## config.mk

```make
export PLATFORM = sky130hd
export DESIGN_NAME = bram_pingpong_ctrl_flat
export DESIGN_NICKNAME = d
export VERILOG_FILES = /design/src/rtl/bram_pingpong_if.sv /design/src/rtl/bram_pingpong_ctrl.sv /design/src/flat_wrapper.sv
export SDC_FILE = /design/constraint.sdc
export NUM_CORES = 1
export LEC_CHECK = 0
export ABC_AREA = 1
export BUFFER_PORTS_ARGS = -buffer_cell sky130_fd_sc_hd__clkbuf_2
export CORE_MARGIN = 2
export CORE_UTILIZATION = 60
export CTS_CLUSTER_SIZE = 24
export DETAILED_ROUTE_END_ITERATION = 10
export PLACE_DENSITY_LB_ADDON = 0.25
export SYNTH_ARGS = -nofsm -noshare
export SYNTH_HDL_FRONTEND = slang
export SYNTH_SLANG_ARGS = --single-unit
```

## constraint.sdc

```tcl
create_clock -name CLK -period 4.6 [get_ports CLK]
set_input_delay 0.23 -clock CLK [delete_from_list [all_inputs] [get_ports CLK]]
set_output_delay 0.23 -clock CLK [all_outputs]
set_load 0.01 [all_outputs]
```

## src/rtl/bram_pingpong_if.sv

```systemverilog
// Ping-pong controller bus: job control, BRAM port A/B controls, external memory
// address and the read-stream handshake toward the consumer.
interface bram_pingpong_if;
    logic        start;
    logic [8:0]  num_frames;
    logic        busy;
    logic        complete;
    logic [17:0] mem_address;
    logic        EN_A;
    logic        W_A;
    logic [10:0] ADDR_A;
    logic        EN_B;
    logic [8:0]  ADDR_B;
    logic        rd_ready;
    logic        rd_valid;
    logic        rd_last;
    logic [1:0]  bank_full;

    modport master (
        input  start, num_frames, rd_ready,
        output busy, complete, mem_address, EN_A, W_A, ADDR_A,
               EN_B, ADDR_B, rd_valid, rd_last, bank_full
    );

    modport slave (
        output start, num_frames, rd_ready,
        input  busy, complete, mem_address, EN_A, W_A, ADDR_A,
               EN_B, ADDR_B, rd_valid, rd_last, bank_full
    );
endinterface

```

## src/rtl/bram_pingpong_ctrl.sv

```systemverilog
// Ping-pong scheduler for a dual-port BRAM: port A fills one 1 KB bank from external
// memory while port B drains the other as 32-bit words, with full/empty bank tracking.
module bram_pingpong_ctrl (
    input  logic            CLK,
    input  logic            rst,
    bram_pingpong_if.master bus
);
    localparam int unsigned FRAME_W = 9;
    localparam int unsigned BYTE_W  = 10;
    localparam int unsigned WORD_W  = 8;

    typedef enum logic [1:0] {IDLE,   RUN,    DONE}    top_e;
    typedef enum logic [1:0] {W_IDLE, W_FILL, W_WAIT}  wr_e;
    typedef enum logic [1:0] {R_IDLE, R_WAIT, R_DRAIN} rd_e;

    top_e                top_q,     top_d;
    wr_e                 wst_q,     wst_d;
    rd_e                 rdst_q,    rdst_d;
    logic                wb_q,      wb_d;
    logic                rb_q,      rb_d;
    logic [BYTE_W-1:0]   woff_q,    woff_d;
    logic [WORD_W-1:0]   roff_q,    roff_d;
    logic [FRAME_W-1:0]  wframe_q,  wframe_d;
    logic [FRAME_W-1:0]  rframe_q,  rframe_d;
    logic [FRAME_W-1:0]  nframes_q, nframes_d;
    logic [1:0]          full_q,    full_d;
    logic                rd_valid_q, rd_valid_d;
    logic                rd_last_q,  rd_last_d;

    logic fill_c;
    logic issue_c;
    logic wr_end_c;
    logic rd_end_c;

    always_comb begin
        top_d      = top_q;
        wst_d      = wst_q;
        rdst_d     = rdst_q;
        wb_d       = wb_q;
        rb_d       = rb_q;
        woff_d     = woff_q;
        roff_d     = roff_q;
        wframe_d   = wframe_q;
        rframe_d   = rframe_q;
        nframes_d  = nframes_q;
        full_d     = full_q;

        fill_c     = (wst_q == W_FILL);
        issue_c    = (rdst_q inside {R_WAIT, R_DRAIN}) && full_q[rb_q] && bus.rd_ready;
        wr_end_c   = fill_c && (woff_q == '1);
        rd_end_c   = issue_c && (roff_q == '1);
        rd_valid_d = issue_c;
        rd_last_d  = rd_end_c;

        // Flags settle first so both FSMs decide on post-edge occupancy (no bubble on free banks)
        if (wr_end_c) full_d[wb_q] = 1'b1;
        if (rd_end_c) full_d[rb_q] = 1'b0;

        unique case (wst_q)
            W_FILL: begin
                woff_d = woff_q + BYTE_W'(1);
                if (wr_end_c) begin
                    wb_d     = ~wb_q;
                    wframe_d = wframe_q + FRAME_W'(1);
                    if (wframe_d == nframes_q) begin
                        wst_d = W_IDLE;
                    end else if (full_d[wb_d]) begin
                        wst_d = W_WAIT;
                    end
                end
            end
            W_WAIT: begin
                if (!full_d[wb_q]) wst_d = W_FILL;
            end
            default: ;
        endcase

        unique case (rdst_q)
            R_WAIT, R_DRAIN: begin
                if (issue_c) begin
                    roff_d = roff_q + WORD_W'(1);
                    rdst_d = R_DRAIN;
                    if (rd_end_c) begin
                        rb_d     = ~rb_q;
                        rframe_d = rframe_q + FRAME_W'(1);
                        if (rframe_d == nframes_q) begin
                            rdst_d = R_IDLE;
                        end else begin
                            rdst_d = R_WAIT;
                        end
                    end
                end
            end
            default: ;
        endcase

        unique case (top_q)
            IDLE: begin
                if (bus.start) begin
                    nframes_d = bus.num_frames;
                    wb_d      = 1'b0;
                    rb_d      = 1'b0;
                    woff_d    = '0;
                    roff_d    = '0;
                    wframe_d  = '0;
                    rframe_d  = '0;
                    full_d    = '0;
                    if (bus.num_frames == '0) begin
                        top_d = DONE;
                    end else begin
                        top_d  = RUN;
                        wst_d  = W_FILL;
                        rdst_d = R_WAIT;
                    end
                end
            end
            RUN: begin
                // Job ends once the final word of the final frame has been presented
                if (rd_valid_q && rd_last_q && (rframe_q == nframes_q)) top_d = DONE;
            end
            DONE:    top_d = IDLE;
            default: top_d = IDLE;
        endcase
    end

    always_ff @(posedge CLK) begin
        if (!rst) begin
            top_q      <= IDLE;
            wst_q      <= W_IDLE;
            rdst_q     <= R_IDLE;
            wb_q       <= 1'b0;
            rb_q       <= 1'b0;
            woff_q     <= '0;
            roff_q     <= '0;
            wframe_q   <= '0;
            rframe_q   <= '0;
            nframes_q  <= '0;
            full_q     <= '0;
            rd_valid_q <= 1'b0;
            rd_last_q  <= 1'b0;
        end else begin
            top_q      <= top_d;
            wst_q      <= wst_d;
            rdst_q     <= rdst_d;
            wb_q       <= wb_d;
            rb_q       <= rb_d;
            woff_q     <= woff_d;
            roff_q     <= roff_d;
            wframe_q   <= wframe_d;
            rframe_q   <= rframe_d;
            nframes_q  <= nframes_d;
            full_q     <= full_d;
            rd_valid_q <= rd_valid_d;
            rd_last_q  <= rd_last_d;
        end
    end

    // Addresses are forced to zero outside a fill so mem_address never runs past the job
    assign bus.busy        = (top_q == RUN);
    assign bus.complete    = (top_q == DONE);
    assign bus.EN_A        = fill_c;
    assign bus.W_A         = fill_c;
    assign bus.ADDR_A      = fill_c ? {wb_q, woff_q} : '0;
    assign bus.mem_address = fill_c ? {wframe_q[WORD_W-1:0], woff_q} : '0;
    assign bus.EN_B        = issue_c;
    assign bus.ADDR_B      = {rb_q, roff_q};
    assign bus.rd_valid    = rd_valid_q;
    assign bus.rd_last     = rd_last_q;
    assign bus.bank_full   = full_q;
endmodule

```

## src/flat_wrapper.sv

```systemverilog
// flat-port wrapper written by rule: the top's interface ports become plain ports
module bram_pingpong_ctrl_flat 
  (CLK, rst, bus_start, bus_num_frames, bus_rd_ready, bus_busy, bus_complete, bus_mem_address, bus_EN_A, bus_W_A, bus_ADDR_A, bus_EN_B, bus_ADDR_B, bus_rd_valid, bus_rd_last, bus_bank_full);
  bram_pingpong_if bus_i ();
  input  logic CLK;
  input  logic rst;
  input wire logic [$bits(bus_i.start)-1:0] bus_start;
  input wire logic [$bits(bus_i.num_frames)-1:0] bus_num_frames;
  input wire logic [$bits(bus_i.rd_ready)-1:0] bus_rd_ready;
  output wire logic [$bits(bus_i.busy)-1:0] bus_busy;
  output wire logic [$bits(bus_i.complete)-1:0] bus_complete;
  output wire logic [$bits(bus_i.mem_address)-1:0] bus_mem_address;
  output wire logic [$bits(bus_i.EN_A)-1:0] bus_EN_A;
  output wire logic [$bits(bus_i.W_A)-1:0] bus_W_A;
  output wire logic [$bits(bus_i.ADDR_A)-1:0] bus_ADDR_A;
  output wire logic [$bits(bus_i.EN_B)-1:0] bus_EN_B;
  output wire logic [$bits(bus_i.ADDR_B)-1:0] bus_ADDR_B;
  output wire logic [$bits(bus_i.rd_valid)-1:0] bus_rd_valid;
  output wire logic [$bits(bus_i.rd_last)-1:0] bus_rd_last;
  output wire logic [$bits(bus_i.bank_full)-1:0] bus_bank_full;
  assign bus_i.start = bus_start;
  assign bus_i.num_frames = bus_num_frames;
  assign bus_i.rd_ready = bus_rd_ready;
  assign bus_busy = bus_i.busy;
  assign bus_complete = bus_i.complete;
  assign bus_mem_address = bus_i.mem_address;
  assign bus_EN_A = bus_i.EN_A;
  assign bus_W_A = bus_i.W_A;
  assign bus_ADDR_A = bus_i.ADDR_A;
  assign bus_EN_B = bus_i.EN_B;
  assign bus_ADDR_B = bus_i.ADDR_B;
  assign bus_rd_valid = bus_i.rd_valid;
  assign bus_rd_last = bus_i.rd_last;
  assign bus_bank_full = bus_i.bank_full;
  bram_pingpong_ctrl u_core (.CLK(CLK), .rst(rst), .bus(bus_i));
endmodule
```

# After elaboration in Yosys (flattened, before gate mapping)
# Cells that the tools add are included.
dict set report totals {
  wordCells 114
  out_inout_bits 47
  reg_bits 57
  inputBits 13
}
dict set report classes {
  n_lt_le_gt_ge 5
  n_eq_ne 13
  n_bitwise 5
  muxes 60
  n_addsub 4
  n_reduce_logical 14
}
# operator count
set op_table {}
lappend op_table {{$mux 9} 9}
lappend op_table {{$mux 2} 20}
lappend op_table {{$mux 8} 4}
lappend op_table {{$mux 10} 3}
lappend op_table {{$eq 9x9->1} 3}
lappend op_table {{$add 9x1->9 const B} 2}
lappend op_table {{$mux 1} 18}
lappend op_table {{$mux 18} 1}
lappend op_table {{$mux 11} 1}
lappend op_table {{$add 10x1->10 const B} 1}
lappend op_table {{$eq 10x10->1 const B} 1}
lappend op_table {{$logic_not 9->1} 1}
lappend op_table {{$add 8x1->8 const B} 1}
lappend op_table {{$eq 8x8->1 const B} 1}
lappend op_table {{$logic_and 1x1->1} 8}
lappend op_table {{$pmux 2 s2} 2}
lappend op_table {{$eq 2x1->1 const B} 3}
lappend op_table {{$eq 2x2->1 const B} 3}
lappend op_table {{$lt 1x2->1 const B} 3}
lappend op_table {{$reduce_and 2->1} 2}
lappend op_table {{$and 2x2->2} 1}
lappend op_table {{$demux 1 s1} 2}
lappend op_table {{$ge 1x1->1 const B} 2}
lappend op_table {{$logic_not 2->1} 1}
lappend op_table {{7 further kinds} 8}

# Depth between registers and ports, before layout
dict set report logic_depth {
  word_depth 17
  mapped_depth 15
  ltp_nobuf 15
}

# Least setup slack after synthesis
# OpenSTA, ideal clock, no wires.
dict set report synth_timing {
  path_kind {register to register}
  start {register u_core.wst_q[1]}
  end {register u_core.wst_q[0]}
  path_buffers 0
  slack_ps 2805
  arrival_time_ps 1675
  stages_incl_launch_ff 16
  setup_time_ps 120
  required_time_ps 4480
  synth_period_minus_slack_ps 1795
  path_cell_list {dfxtp_1 inv_1 ha_1 nand2_1 nor2_2 inv_2 nor2_4 nand2_1 nor2_1 nand3_1 nor2_1 nand2_1 nand3_1 nand2_1 nand2_1 a21oi_2}
}
dict set report synth_between {
  elab_chain_cells 14
  word_cells_on_any_way 18
  cone_classes {eq/ne (2); mux (14); bitwise (1); reduce/logical (1)}
}
# element line_no
set synth_rtl {}
lappend synth_rtl {{start, declared} bram_pingpong_ctrl.sv:17} ;# wr_e wst_q, wst_d;
lappend synth_rtl {{start signal, assigned} bram_pingpong_ctrl.sv:143} ;# wst_q <= wst_d;
lappend synth_rtl {{$eq 2x1->1 (*)} bram_pingpong_ctrl.sv:48} ;# fill_c = (wst_q == W_FILL);
lappend synth_rtl {{via bus_EN_A} flat_wrapper.sv:13} ;# output wire logic [$bits(bus_i.EN_A)-1:0] bus_EN_A;
lappend synth_rtl {{$logic_and 1x1->1} bram_pingpong_ctrl.sv:50} ;# wr_end_c = fill_c && (woff_q == '1);
lappend synth_rtl {{$mux 2} bram_pingpong_ctrl.sv:56} ;# if (wr_end_c) full_d[wb_q] = 1'b1;
lappend synth_rtl {{$and 2x2->2 (no source line)} --}
lappend synth_rtl {{$mux 2} bram_pingpong_ctrl.sv:57} ;# if (rd_end_c) full_d[rb_q] = 1'b0;
lappend synth_rtl {{$mux 1 (not written as such) (2 in a row)} bram_pingpong_ctrl.sv:67} ;# end else if (full_d[wb_d]) begin
lappend synth_rtl {{$mux 2} bram_pingpong_ctrl.sv:67}
lappend synth_rtl {{$mux 2} bram_pingpong_ctrl.sv:65} ;# if (wframe_d == nframes_q) begin
lappend synth_rtl {{$mux 2} bram_pingpong_ctrl.sv:62} ;# if (wr_end_c) begin
lappend synth_rtl {{$pmux 2 s2 (*)} bram_pingpong_ctrl.sv:59} ;# unique case (wst_q)
lappend synth_rtl {{$mux 2} bram_pingpong_ctrl.sv:108} ;# if (bus.num_frames == '0) begin
lappend synth_rtl {{$mux 2} bram_pingpong_ctrl.sv:99} ;# if (bus.start) begin
lappend synth_rtl {{$mux 2 (*)} bram_pingpong_ctrl.sv:97} ;# unique case (top_q)
# Mark *: on every way through the listed nets, which the timed path passes. The rest lies on a longest branch. The select of a mux whose other input is x is not followed.
# A chain may end at the register's enable or synchronous reset.

# Final worst setup path
dict set report layout_timing {
  start {register u_core.wst_q[1]}
  end {register u_core.wst_q[0]}
}
dict set report layout_between {
  elab_chain_cells 14
  word_cells_on_any_way 18
  cone_classes {eq/ne (2); mux (14); bitwise (1); reduce/logical (1)}
}
# element line_no
set layout_rtl {}
lappend layout_rtl {{$eq 2x1->1} {bram_pingpong_ctrl.sv:48, bram_pingpong_ctrl.sv:59}}
lappend layout_rtl {{$logic_and 1x1->1} bram_pingpong_ctrl.sv:50}
lappend layout_rtl {{$mux 2} bram_pingpong_ctrl.sv:56}
lappend layout_rtl {{$and 2x2->2 (no source line)} --}
lappend layout_rtl {{$mux 2} bram_pingpong_ctrl.sv:57}
lappend layout_rtl {{$mux 1 (not written as such) (2 in a row)} bram_pingpong_ctrl.sv:67}
lappend layout_rtl {{$mux 2} bram_pingpong_ctrl.sv:67}
lappend layout_rtl {{$mux 2} bram_pingpong_ctrl.sv:65}
lappend layout_rtl {{$mux 2} bram_pingpong_ctrl.sv:62}
lappend layout_rtl {{$pmux 2 s2 (*)} bram_pingpong_ctrl.sv:59}
lappend layout_rtl {{$mux 2} bram_pingpong_ctrl.sv:108}
lappend layout_rtl {{$mux 2} bram_pingpong_ctrl.sv:99}
lappend layout_rtl {{$mux 2 (*)} bram_pingpong_ctrl.sv:97}
# Every way passes the cells marked *; elsewhere a longest branch is shown, timed or not. The select of a mux whose other input is x is not followed.

==> impl_summary.txt <==
----------------------------------------------------
[Synthesis]
  Number of enable flip-flop cells after synthesis ... 0
  Instance count of the mapped netlist ... 496
  Register area share after synthesis ... roughly 35%
  Cell type contributing the most total cell area after synthesis ... sky130_fd_sc_hd__dfxtp_1
  Post-synth top flop ... sky130_fd_sc_hd__dfxtp_1
  Area contributors post-synth ... sky130_fd_sc_hd__dfxtp_1 35%, sky130_fd_sc_hd__nand2_1 12%, sky130_fd_sc_hd__inv_1 7.9%
  Number of storage elements in the synthesis netlist ... between 50 and 60
  Proportion of synthesized flip-flops having asynchronous set or reset ... 0%
  Count of warnings emitted by yosys ... 0
  Synth cell count leaders ... 110 x sky130_fd_sc_hd__nand2_1, 70 x sky130_fd_sc_hd__inv_1, 57 x sky130_fd_sc_hd__dfxtp_1, 53 x sky130_fd_sc_hd__nor2_1, 35 x sky130_fd_sc_hd__a21oi_1
  Mean area per synthesized cell ... ~6.7 µm²
  Cell variety after synth ... 37
  Dominant cell by count in the synthesized netlist ... sky130_fd_sc_hd__nand2_1
  Total nets after synthesis ... 516
  Synth Cell Area ... between 3000 and 4000 µm²
  Top-area cell type share of the netlist area ... about 35%

[GRT]
  Total routing resource utilization after global routing ... between 20% and 30%
  Global-route wire length before repair ... about 13000 µm
  Largest net degree at the start of global routing ... 28
  Number of antenna violations at the first check in global routing ... 0
  Number of global-route vias before repair ... roughly 3000
  Aggregate global routing overflow ... 0

[Clocking]
  Clk sink count ... 57
  TritonCTS clock tree ... done
  H-Tree Depth ... 3
  Insertion delay of the later-clocked pin in the worst-skew pair ... between 300 and 400 ps
  Postcts setup bufs ... 0
  CTS Root Buffer Type ... sky130_fd_sc_hd__clkbuf_8
  Quantity of hold-fixing buffers added after cts ... 0
  Clk buf depth ... 2
  Clock-pin slew on the worst setup and hold paths ... around 70 ps
  Number of cells upsized or downsized after cts ... 0
  Num CTS Buffers ... 9

[Placed design]
  Count of buffers inserted at the top-level ports ... 59
  Final RePlAce weighted congestion ... roughly 0.86
  Dpl ws ... between 1500 and 2000 ps
  HPWL Detailed ... 5640 µm
  Dpl cells ... 607

[Routing]
  Total via count after detailed routing ... between 3000 and 4000
  Number of nets still failing antenna checks after routing ... 0
  Number of vias per cell ... 5.12
  Initial drt markers ... 158
  WL final ... ~7600 µm
  Routed WL per cell ... roughly 12 µm
  TritonRoute pass-1 iters ... 4
  DRC errors left ... 0

[Die]
  Vert. Die Dim ... 78.2 µm
  Horizontal extent of the die ... between 70 and 80 µm
  Effective utilization at floorplan ... between 60% and 70%
  Area of the die ... around 6000 µm²
  Number of standard-cell rows in the floorplan ... 27
  Number of top-level design ports ... 60
  Core area ... about 5400 µm²

[Critical path]
  Chain of cells forming the critical path ... inv_1, ha_1, nand2_1, nor2_2, inv_2, nor2_4, nand2_1, nor2_1, nand3_1, nor2_1, nand2_1, nand3_1, nand2_1, nand2_1, a21oi_2
  Cell family with most CP delay ... simple AND/OR/NAND/NOR gates
  Startpoint kind of the worst setup timing path ... flop
  Maximum net fanout on the critical path ... 27
  Worst endpoint data arrival time ... ~2900 ps
  Worst setup EP type ... flop
  Combined buffer and inverter count along the critical path ... 2
  Slowest cell on crit path ... sky130_fd_sc_hd__ha_1
  Most prevalent standard cell on the critical path ... sky130_fd_sc_hd__nand2_1
  Critical path start-end classification ... reg2reg
  Register-to-register setup slack ... approximately 2000 ps
  Highest cell delay on the worst timing path ... about 700 ps
  Critical path required time ... ~4800 ps

[Power]
  Pleak ... roughly 1.8 nW
  PwrDens ... ~300 nW/µm²
  Max IR drop VDD ... about 0.23 mV

[Layout]
  Final-stage net count ... around 570
  Share of post-route cells with drive strength above 1 ... between 15 and 20%
  Layout filler cell count ... slightly below 500
  Number of standard cells in the final layout excluding fillers ... 622
  Antenna cell count ... 0
  P&R area growth vs syn ... 13.9%

[Timing]
  Setup TNS ... 0 ps
  Measured slew at the worst slew-check pin ... between 800 and 900 ps
  Peak clock frequency supported by timing ... between 0.3 and 0.4 GHz
  Smallest setup slack after layout ... 1980 ps
  Layout Skew ... 7.47 ps
  Period utilisation layout ... 56.8%
  Slew headroom ... about 44%
  Crit path time final ... roughly 2600 ps
  Total count of max-transition violations in the final report ... 0
  Final hold violation count ... 0
  Post-route worst hold slack ... ~190 ps
  Final-report setup violation count ... 0
  Unrepaired setup endpoints after global routing ... false

[Outcome]
  Result of the run ... finished clean

[Run]
  Number of max-capacitance violations reported ... 0

[Worst hold path]
  Class of the tightest hold or removal check ... in2reg

----------------------------------------------------
kinds of logic after synthesis:
logic type      share of synthesized area, %
xor+xnor                                5.30
buf+inv                                 12.4
compound gates                          13.0
fa+ha+maj                               2.65
flops                                   34.5
simple gates                            32.1
cell type report:
class                           count  area [µm²]  area share (%)
Clock buffer                       12         155            4.12
Sequential cell                    57        1140            30.3
Timing Repair Buffer               60         303            8.04
Tap cell                           72        90.1            2.39
Multi-Input combinational cell    343        1750            46.6
Clock inverter                      3        40.0            1.06
Inverter                           75         284            7.54
power by group:
part | switching, mW | total [mW] | leakage (nW) | internal [mW]
Combinational | 0.0783 | 0.120 | 1.23 | 0.0414
Sequential | 0.0165 | 0.525 | 0.462 | 0.508
Clock | 0.199 | 0.473 | 0.102 | 0.275
worst register-to-register path: stages, from the launching register on:
cell and delay [ps]:
sky130_fd_sc_hd__dfxtp_1 350, sky130_fd_sc_hd__inv_1 70, sky130_fd_sc_hd__ha_1 700, sky130_fd_sc_hd__nand2_1 200, sky130_fd_sc_hd__nor2_2 200, sky130_fd_sc_hd__inv_2 60
sky130_fd_sc_hd__nor2_4 280, sky130_fd_sc_hd__nand2_1 80, sky130_fd_sc_hd__nor2_1 90, sky130_fd_sc_hd__nand3_1 70, sky130_fd_sc_hd__nor2_1 80, sky130_fd_sc_hd__nand2_1 70
sky130_fd_sc_hd__nand3_1 70, sky130_fd_sc_hd__nand2_1 60, sky130_fd_sc_hd__nand2_1 70, sky130_fd_sc_hd__a21oi_2 50
routing by layer:
| metal | GRT usage (%) | vias to the layer above | share of wire (%) | wire length (µm) |
|---|---|---|---|---|
| li1 | - | 1671 | - | - |
| met3 | 6.44 | 10 | 4.7 | 356 |
| met1 | 31.4 | 1430 | 46 | 3490 |
| met4 | 9.12 | 0 | 1.7 | 128 |
| met2 | 44.4 | 75 | 48 | 3630 |
| met5 | 0 | - | 0 | 0 |
state kept, by name (all words and copies together) (netlist names):
name	cells
u_core.rframe_q	9
u_core.woff_q	10
u_core.bus.rd_last	1
u_core.top_q	2
u_core.wst_q	2
u_core.bus.bank_full	2
u_core.bus.rd_valid	1
u_core.wb_q	1
u_core.rb_q	1
u_core.rdst_q	2
u_core.wframe_q	9
u_core.nframes_q	9
u_core.roff_q	8
metrics by stage:
step	util, %	area, µm²	power [mW]
after CTS	69.7	3770	1.12
final	69.7	3770	1.12
after global routing	69.7	3770	1.16
after detailed placement	66.1	3570	0.654
after floorplan	-	3310	0.621
after global placement	66.1	3570	0.651
cells in the final DEF (no fill, tap or decap), types with 7 or more instances in the layout:
| cell | netlist | layout |
|---|---|---|
| sky130_fd_sc_hd__nor2_1 | 53 | 53 |
| sky130_fd_sc_hd__inv_1 | 70 | 70 |
| sky130_fd_sc_hd__ha_1 | 7 | 7 |
| sky130_fd_sc_hd__nand3_1 | 33 | 33 |
| sky130_fd_sc_hd__nor3_1 | 11 | 11 |
| sky130_fd_sc_hd__nand2_1 | 110 | 110 |
| sky130_fd_sc_hd__clkbuf_2 | 0 | 59 |
| sky130_fd_sc_hd__o21ai_0 | 32 | 32 |
| sky130_fd_sc_hd__dfxtp_1 | 57 | 57 |
| sky130_fd_sc_hd__xnor2_1 | 9 | 9 |
| sky130_fd_sc_hd__xor2_1 | 11 | 11 |
| sky130_fd_sc_hd__clkbuf_8 | 0 | 11 |
| sky130_fd_sc_hd__a21oi_1 | 35 | 35 |
final timing paths:
| check | start | end | depth (start not counted) |
|---|---|---|---|
| max | u_core.wst_q[1] | u_core.wst_q[0] | 15 |
| min | bus_num_frames[7] | u_core.nframes_q[7] | 3 |
| max reg2reg | u_core.wst_q[1] | u_core.wst_q[0] | 15 |
| min reg2reg | u_core.woff_q[7] | u_core.woff_q[7] | 2 |
(Power assumes the default switching activity.)
